--- src/rtl/uart_probe_logger_pkg.sv ---
// rtl/uart_probe_logger_pkg.sv - shared state types and constants for the probe logger
package uart_probe_logger_pkg;

  localparam int BYTES_PER_WORD = 4;

  typedef enum logic {
    WR_IDLE,
    WR_WRITE
  } wr_state_e;

  typedef enum logic [1:0] {
    TX_IDLE,
    TX_START,
    TX_DATA,
    TX_STOP
  } tx_state_e;

endpackage

--- src/rtl/uart_tx_8n1.sv ---
// rtl/uart_tx_8n1.sv - 8N1 UART transmitter with a valid/ready byte input
module uart_tx_8n1
  import uart_probe_logger_pkg::*;
#(
  parameter int CLKS_PER_BIT = 50
) (
  input  logic       clk_i,
  input  logic       rst_i,
  input  logic [7:0] s_tdata,
  input  logic       s_tvalid,
  output logic       s_tready,
  output logic       tx
);

  localparam int CW = (CLKS_PER_BIT > 1) ? $clog2(CLKS_PER_BIT) : 1;
  localparam logic [CW-1:0] CNT_LAST = CW'(CLKS_PER_BIT - 1);

  tx_state_e     state_q, state_d;
  logic [CW-1:0] cnt_q, cnt_d;
  logic [2:0]    bit_q, bit_d;
  logic [7:0]    shift_q, shift_d;
  logic          bit_done;

  assign bit_done = (cnt_q == CNT_LAST);

  // tx decoded from registered state so reset drives the line high at once
  always_comb begin
    state_d  = state_q;
    cnt_d    = cnt_q;
    bit_d    = bit_q;
    shift_d  = shift_q;
    s_tready = 1'b0;
    tx       = 1'b1;
    case (state_q)
      TX_IDLE: begin
        s_tready = 1'b1;
        if (s_tvalid) begin
          shift_d = s_tdata;
          cnt_d   = '0;
          state_d = TX_START;
        end
      end
      TX_START: begin
        tx    = 1'b0;
        cnt_d = cnt_q + 1'b1;
        if (bit_done) begin
          cnt_d   = '0;
          bit_d   = '0;
          state_d = TX_DATA;
        end
      end
      TX_DATA: begin
        tx    = shift_q[0];
        cnt_d = cnt_q + 1'b1;
        if (bit_done) begin
          cnt_d   = '0;
          shift_d = {1'b0, shift_q[7:1]};
          bit_d   = bit_q + 3'd1;
          if (bit_q == 3'd7) state_d = TX_STOP;
        end
      end
      TX_STOP: begin
        cnt_d = cnt_q + 1'b1;
        if (bit_done) begin
          cnt_d   = '0;
          state_d = TX_IDLE;
        end
      end
      default: state_d = TX_IDLE;
    endcase
  end

  always_ff @(posedge clk_i or posedge rst_i) begin
    if (rst_i) begin
      state_q <= TX_IDLE;
      cnt_q   <= '0;
      bit_q   <= '0;
      shift_q <= '0;
    end else begin
      state_q <= state_d;
      cnt_q   <= cnt_d;
      bit_q   <= bit_d;
      shift_q <= shift_d;
    end
  end

endmodule

--- src/rtl/uart_probe_logger.sv ---
// rtl/uart_probe_logger.sv - captures a probe word per trigger edge and streams it out over UART
module uart_probe_logger
  import uart_probe_logger_pkg::*;
#(
  parameter int CLK_FREQ_HZ = 100_000_000,
  parameter int BAUD        = 2_000_000,
  parameter int FIFO_DEPTH  = 16
) (
  input  logic        clk_i,
  input  logic        rst_i,
  input  logic [31:0] debug_probe_i,
  input  logic        debug_trig_i,
  input  logic        rx,
  output logic        tx,
  output logic        overflow_o,
  output logic [7:0]  drop_cnt_o
);

  localparam int CLKS_PER_BIT = CLK_FREQ_HZ / BAUD;
  localparam int AW = $clog2(FIFO_DEPTH);
  localparam int CW = AW + 1;
  localparam logic [CW-1:0] PUSH_LIMIT = CW'(FIFO_DEPTH - BYTES_PER_WORD);
  localparam logic [1:0]    LAST_IDX   = 2'(BYTES_PER_WORD - 1);

  logic          trig_q, trig_d;
  logic          rx_meta_q, rx_meta_d, rx_sync_q, rx_sync_d;
  logic          unused_rx;
  wr_state_e     wr_q, wr_d;
  logic [31:0]   word_q, word_d;
  logic [1:0]    idx_q, idx_d;
  logic          overflow_q, overflow_d;
  logic [7:0]    drop_q, drop_d;
  logic [7:0]    mem_q [FIFO_DEPTH];
  logic [AW-1:0] wptr_q, wptr_d, rptr_q, rptr_d;
  logic [CW-1:0] count_q, count_d;
  logic          trig_event, room, push, pop;
  logic [7:0]    push_data;
  logic          fifo_tvalid, fifo_tready;

  assign trig_d     = debug_trig_i;
  assign rx_meta_d  = rx;
  assign rx_sync_d  = rx_meta_q;
  assign unused_rx  = rx_sync_q;
  assign trig_event = debug_trig_i & ~trig_q;
  assign room       = (count_q <= PUSH_LIMIT);

  // Writer: reserves room for a whole word before accepting it, so words never split
  always_comb begin
    wr_d       = wr_q;
    word_d     = word_q;
    idx_d      = idx_q;
    overflow_d = overflow_q;
    drop_d     = drop_q;
    push       = 1'b0;
    push_data  = word_q[31:24];
    case (wr_q)
      WR_IDLE: begin
        if (trig_event && room) begin
          word_d = debug_probe_i;
          idx_d  = '0;
          wr_d   = WR_WRITE;
        end
      end
      WR_WRITE: begin
        push   = 1'b1;
        word_d = {word_q[23:0], 8'h00};
        idx_d  = idx_q + 2'd1;
        if (idx_q == LAST_IDX) wr_d = WR_IDLE;
      end
      default: wr_d = WR_IDLE;
    endcase
    if (trig_event && ((wr_q == WR_WRITE) || !room)) begin
      overflow_d = 1'b1;
      if (drop_q != 8'hFF) drop_d = drop_q + 8'd1;
    end
  end

  assign fifo_tvalid = (count_q != '0);
  assign pop         = fifo_tvalid & fifo_tready;

  always_comb begin
    wptr_d  = wptr_q + AW'(push);
    rptr_d  = rptr_q + AW'(pop);
    count_d = count_q;
    if (push && !pop) count_d = count_q + 1'b1;
    else if (pop && !push) count_d = count_q - 1'b1;
  end

  always_ff @(posedge clk_i) begin
    if (push) mem_q[wptr_q] <= push_data;
  end

  always_ff @(posedge clk_i or posedge rst_i) begin
    if (rst_i) begin
      trig_q     <= 1'b0;
      rx_meta_q  <= 1'b1;
      rx_sync_q  <= 1'b1;
      wr_q       <= WR_IDLE;
      word_q     <= '0;
      idx_q      <= '0;
      overflow_q <= 1'b0;
      drop_q     <= '0;
      wptr_q     <= '0;
      rptr_q     <= '0;
      count_q    <= '0;
    end else begin
      trig_q     <= trig_d;
      rx_meta_q  <= rx_meta_d;
      rx_sync_q  <= rx_sync_d;
      wr_q       <= wr_d;
      word_q     <= word_d;
      idx_q      <= idx_d;
      overflow_q <= overflow_d;
      drop_q     <= drop_d;
      wptr_q     <= wptr_d;
      rptr_q     <= rptr_d;
      count_q    <= count_d;
    end
  end

  uart_tx_8n1 #(
    .CLKS_PER_BIT(CLKS_PER_BIT)
  ) u_tx (
    .clk_i   (clk_i),
    .rst_i   (rst_i),
    .s_tdata (mem_q[rptr_q]),
    .s_tvalid(fifo_tvalid),
    .s_tready(fifo_tready),
    .tx      (tx)
  );

  assign overflow_o = overflow_q;
  assign drop_cnt_o = drop_q;

endmodule

--- config.mk ---
export PLATFORM = sky130hd
export DESIGN_NAME = uart_probe_logger
export DESIGN_NICKNAME = d
export VERILOG_FILES = /design/src/rtl/uart_probe_logger_pkg.sv /design/src/rtl/uart_tx_8n1.sv /design/src/rtl/uart_probe_logger.sv
export SDC_FILE = /design/constraint.sdc
export NUM_CORES = 1
export LEC_CHECK = 0
export ABC_AREA = 1
export CORE_ASPECT_RATIO = 1.75
export CORE_UTILIZATION = 65
export DETAILED_ROUTE_END_ITERATION = 8
export PLACE_DENSITY_LB_ADDON = 0.2
export RECOVER_POWER = 50
export SKIP_LAST_GASP = 1
export SYNTH_ARGS = -nofsm -noshare
export SYNTH_HDL_FRONTEND = slang
export SYNTH_HIERARCHICAL = 1
export SYNTH_SLANG_ARGS = --single-unit
--- constraint.sdc ---
create_clock -name clk_i -period 4.5 [get_ports clk_i]
set_input_delay 0.45 -clock clk_i [delete_from_list [all_inputs] [get_ports clk_i]]
set_output_delay 0.45 -clock clk_i [all_outputs]
set_load 0.005 [all_outputs]
# [Word level (Yosys, flattened, before mapping)]
# Memory sizes are Yosys's and may differ from the RTL's.
# Cells that the tools add are included.
# Widths: inputs -> output; s select.
[word_totals] out_inout_bits=10 ram_bits=128 reg_bits=77 n_memories=1 input_bits=36
[memory_table] name="mem_q" words=16 width=8 rd=1 rd_ports_with_merged_regs=0 wr=1 line="uart_probe_logger.sv:33" rtl="logic [7:0] mem_q [FIFO_DEPTH];"
[op_classes] addsub=8 eq_ne=13 mux=29 reduce_logical=18 magnitude_cmp=1 bitwise_logic=4
[op_table] operator="$pmux 32 s2" n=1
[op_table] operator="$mux 32" n=1
[op_table] operator="$mux 8" n=2
[op_table] operator="$pmux 8 s2" n=1
[op_table] operator="$mux 2" n=6
[op_table] operator="$mux 6" n=2
[op_table] operator="$pmux 6 s2" n=1
[op_table] operator="$mux 5" n=2
[op_table] operator="$add 4x1->4" n=2
[op_table] operator="$add 8x1->8 const B" n=1
[op_table] operator="$ne 2x1->1 const B" n=4
[op_table] operator="$ne 8x8->1 const B" n=1
[op_table] operator="$pmux 2 s4" n=1
[op_table] operator="$add 6x1->6 const B" n=1
[op_table] operator="$eq 2x2->1 const B" n=3
[op_table] operator="$eq 6x6->1 const B" n=1
[op_table] operator="$mux 1" n=6
[op_table] operator="$mux 3" n=2
[op_table] operator="$pmux 3 s2" n=1
[op_table] operator="$reduce_and 3->1" n=2
[op_table] operator="$reduce_bool 2->1" n=3
[op_table] operator="$add 5x1->5 const B" n=1
[op_table] operator="$le 5x4->1 const B" n=1
[op_table] operator="$reduce_and 5->1" n=1
[op_table] operator="17 further kinds" n=26

# [Depth between registers and ports, before layout]
[logic_depth] ltp_word=6 ltp_mapped=13 mapped_depth_nobuf=13

# [By module]
# Netlist, hierarchy kept.
[by_module_without_submodules] module="uart_probe_logger" instances=1 area_each_um2=8150.3 cells_per_inst=820
[by_module_without_submodules] module="uart_tx_8n1" instances=1 area_each_um2=1194.9 cells_per_inst=148

# [Least setup slack after synthesis]
# No wires, ideal clock.
[synth_path] kind="reg-to-reg" start="reg count_q[0]" end="reg count_q[4]" synth_period_minus_slack_ns=1.926 setup_slack_ns=2.574 setup_ns=0.117 required_time_ns=4.383 path_buffers=0 path_stages_with_launch=14 arrival_time_ns=1.809 path_cell_list="dfrtp_1 > inv_1 > nand2_1 > nor2_1 > nand3_1 > nand2_1 > ha_1 > inv_1 > fa_1 > nand3_1 > nand2_1 > xor2_1 > nand2_1 > nand2_1"
[synth_between] elab_chain_cells=5 elab_cells_between_ends=10 cone_classes="add/sub (2); mux (2); bitwise (1); reduce/logical (5)"
[synth_rtl] element="start, declared" line="uart_probe_logger.sv:35" rtl="logic [CW-1:0] count_q, count_d;"
[synth_rtl] element="start signal, assigned" line="uart_probe_logger.sv:117" rtl="count_q <= count_d;"
[synth_rtl] element="$reduce_bool 5->1 *" line="uart_probe_logger.sv:78" rtl="assign fifo_tvalid = (count_q != '0);"
[synth_rtl] element="named net fifo_tvalid" line="uart_probe_logger.sv:38" rtl="logic fifo_tvalid, fifo_tready;"
[synth_rtl] element="$and 1x1->1 *" line="uart_probe_logger.sv:79" rtl="assign pop = fifo_tvalid & fifo_tready;"
[synth_rtl] element="$logic_not 1->1" line="uart_probe_logger.sv:85" rtl="if (push && !pop) count_d = count_q + 1'b1;"
[synth_rtl] element="$logic_and 1x1->1" line="uart_probe_logger.sv:85"
[synth_rtl] element="$mux 5 / $reduce_bool 2->1 (equally long branches)"
# The timed path passes the listed nets; every way through them passes the cells marked *. The select of a mux whose other input is x is not followed.
# A chain may end at the register's enable or synchronous reset.

==> key figures <==
Logic synthesis
  • Top post-synthesis cells by area: edfxtp_1 41%, dfrtp_1 21%, nand2_1 15%
  • Area of the mapped netlist: ~9300 µm²
  • Post-synth top flop: edfxtp_1
  • Syn Nets: 1024
  • Synth area leader: edfxtp_1
  • Ys async rst share: approximately 38%
  • Post-synthesis sequential area ratio: 61.75%
  • Number of synthesized flops with an enable pin: 128
  • Post-Synthesis Cells: 968
  • Syn Area/Cell: 9.654 µm²
  • Cell variety after synth: 34
  • Yosys reg bits: 205
  • Top cell type's share of synthesized area: around two fifths
  • Synth Warn #: 6

Cells and area
  • Non-filler cells, final: roughly 1200
  • Area of the multi-input gates: roughly 3000 µm²
  • Final net count: 1053
  • Fin util: between 70% and 80%
  • Register area: 5772 µm²
  • Filler cells: 1014
  • Area grow syn2layout: 10.67%
  • Layout cells sized above 1: 4.955%
  • Antenna diodes: 0

Power
  • Sequential Power Share: between 50 and 60%
  • Leak: between 4 and 5 nW
  • P_sw: 1.516 mW
  • Switching share of power: 29.78%
  • IR drop worst, VDD: 0.4366 mV
  • Pwr/cell area: 492.3 nW/µm²
  • Comb pwr share: between 10% and 20%
  • Clk pwr share: 29.1%
  • Cell Int Power: about 3.6 mW

Route
  • Via density: 5.616
  • Post-route ant nets: 0
  • First-pass detailed-route iteration total: 5
  • Residual DRC count: 0
  • Drt initial violations: 549
  • Drt total wl: 19.28 mm
  • Vias after detailed routing: 6661
  • Routed WL per cell: 16.26 µm

Timing
  • Peak Freq: approximately 340 MHz
  • Clock skew: 0.009072 ns
  • Worst-margin pin slew: 1.751 ns
  • Max transition margin: -16.76%
  • Final Hold Vio Count: 0
  • Min setup slack post-route: between 1.5 and 2 ns
  • Final setup viols: 0
  • Fin. max-slew vios: 34
  • Setup TNS: 0 ns
  • Final min period: between 2 and 3 ns
  • RSZ-0062 raised after global routing: no
  • Post-route clock period utilization: around two thirds

Placement
  • Placed insts: 1153
  • GPL Wtd Cong: 0.8200
  • Input/output buffers: 44
  • Pre-CTS setup slack: 1.932 ns
  • HPWL Detailed: ~13 mm

Worst setup path
  • Crit path DAT: 3.17 ns
  • R2R depth: 5
  • Worst EP required: between 4 and 5 ns
  • Reg-to-reg critical path startpoint: wr_q
  • Crit Path Category: primary input to asynchronous set/reset pin
  • CP Capture Type: asynchronous set/reset pin
  • R2R Setup Slk: 2.10 ns
  • CP Launch Type: primary input
  • Max FO, Critical Path: 33
  • RR Endpoint: mem_q[9][3]

Clocking
  • Cts-stage hold buffer count: 0
  • Total CTS buffers: 19
  • CTS H-tree lvls: 1
  • # clock sinks: 205
  • Clock Latency Late Sink: between 0.4 and 0.5 ns
  • Root cell of the clock tree: clkbuf_16
  • Worst-case clock buffer depth: 3
  • CTS resizes: 0
  • TritonCTS clock tree: done
  • Clock-pin slew on the worst setup and hold paths: 0.06 ns
  • Post-CTS Setup Bufs: 0

Die
  • Core box area: roughly 14000 µm²
  • Initial core utilization: 66.85%
  • DIE WIDTH: between 90 and 100 µm
  • Die height: approximately 160 µm
  • Die area: 14880 µm²
  • Site Rows: 57
  • Top Ports: 46

GRT
  • GRT overflow: 0
  • Largest net degree at the start of global routing: 67
  • Initial antenna violation count: 0
  • Number of global-route vias before repair: 6645
  • Gr usage total: between 20% and 30%
  • First-pass GRT wire length: around 31 mm

Min path
  • Hold Path Depth: 2
  • Hold WC Path Type: register to register
  • Min-delay src: overflow_o
  • Hold EP: overflow_o

Run
  • Total of max-cap violations: 1

Status
  • Failing checks: capacitance limit, slew limit
  • Status: finished, violations left
==> layout by cell type (no fill, tap or decap), types with 3 or more instances in the layout <==
master	netlist	final
a21oi_1	5	5
buf_4	10	4
clkbuf_1	3	7
clkbuf_16	0	19
clkbuf_8	0	3
clkdlybuf4s50_1	0	42
clkinv_2	0	3
dfrtp_1	77	76
edfxtp_1	128	128
ha_1	19	19
inv_1	70	70
inv_2	5	5
nand2_1	370	370
nand3_1	137	137
nand3_4	3	3
nand4_1	11	11
nor2_1	52	52
nor2_4	3	3
o21ai_0	14	14
o21ai_1	3	3
xnor2_1	3	3
xor2_1	10	10
==> Yosys cell counts (2+ instances only) <==
library cell / instances
a21oi_1: 5
nand2_1: 370
buf_6: 7
nand3b_1: 2
dfrtp_1: 77
clkbuf_1: 3
inv_2: 5
o21ai_1: 3
nand2_2: 2
o21ai_0: 14
nand3_4: 3
buf_1: 3
xor2_1: 10
buf_4: 10
nor3_1: 2
inv_1: 70
nand3_1: 137
ha_1: 19
nor2_2: 2
nand4_1: 11
buf_2: 18
nor2_1: 52
nor2_4: 3
edfxtp_1: 128
xnor2_1: 3
==> critical path, stage by stage <==
cell and delay, ns:
dlygate4sd3_1 0.57, inv_1 0.78, clkbuf_1 1.33
==> registers in the layout (all words and copies together), names as in the netlist, 4 cells and up <==
register      flops
wptr_q            4
word_q           32
rptr_q            4
count_q           5
mem_q           128
drop_cnt_o        8
u_tx/cnt_q        6
u_tx/shift_q      8
==> cells by family after synthesis <==
family,Yosys count,share of synthesized area [%]
and+or+nand+nor,587,26.87
buffers and inverters,117,5.904
DFF,205,61.75
adders and majority gates,20,2.758
AOI/OAI and AO/OA,26,1.500
xor gates and xnor gates,13,1.218
==> per-layer routing <==
metal / part of all wire (%) / global-route usage, % / wire length (µm)
met5: 0 / 0 / 0
met1: 36 / 28.82 / 6849
met4: 5.8 / 15.52 / 1115
met3: 3.8 / 3.030 / 728
met2: 55 / 50.98 / 10590
==> worst max path at each step <==
stage / end / slack (ns) / depth (start not counted) / startpoint
floorplan: count_q[4] / 2.57 / 13 / count_q[0]
global placement: word_q[10] / 1.99 / 7 / debug_trig_i
detailed placement: word_q[31] / 1.93 / 7 / debug_trig_i
CTS: tx / 1.61 / 6 / u_tx/state_q[0]
global route: word_q[28] / 0.93 / 3 / rst_i
finish: word_q[28] / 1.58 / 3 / rst_i
==> power by group through the flow <==
stage | combinational [mW] | sequential (mW) | clock (mW)
2_1_floorplan | 0.698 | 2.61 | 0
3_3_place_gp | 0.918 | 2.67 | 0
3_5_place_dp | 0.948 | 2.69 | 0
4_1_cts | 0.960 | 2.66 | 1.50
5_1_grt | 1.09 | 2.70 | 1.55
6_report | 0.949 | 2.66 | 1.48
==> area by class of cell <==
class | instances | share of cell area [%]
clock buffer | 28 | 5.214
multi-input combinational | 646 | 29.23
inverter | 76 | 2.758
sequential | 205 | 55.81
tap | 177 | 2.141
timing repair buffer | 49 | 4.585
clock inverter | 5 | 0.2662
==> stage by stage <==
| step | power, mW | cell area, µm² | hold WS [ns] |
|---|---|---|---|
| after floorplan | 3.306 | 9345 | 0.4011 |
| after global placement | 3.592 | 9779 | 0.4568 |
| after detailed placement | 3.643 | 9779 | 0.4487 |
| after CTS | 5.117 | 10350 | 0.4381 |
| after global routing | 5.339 | 10340 | 0.5040 |
| final | 5.092 | 10340 | 0.4783 |
Power figures use the tool's default switching activity.
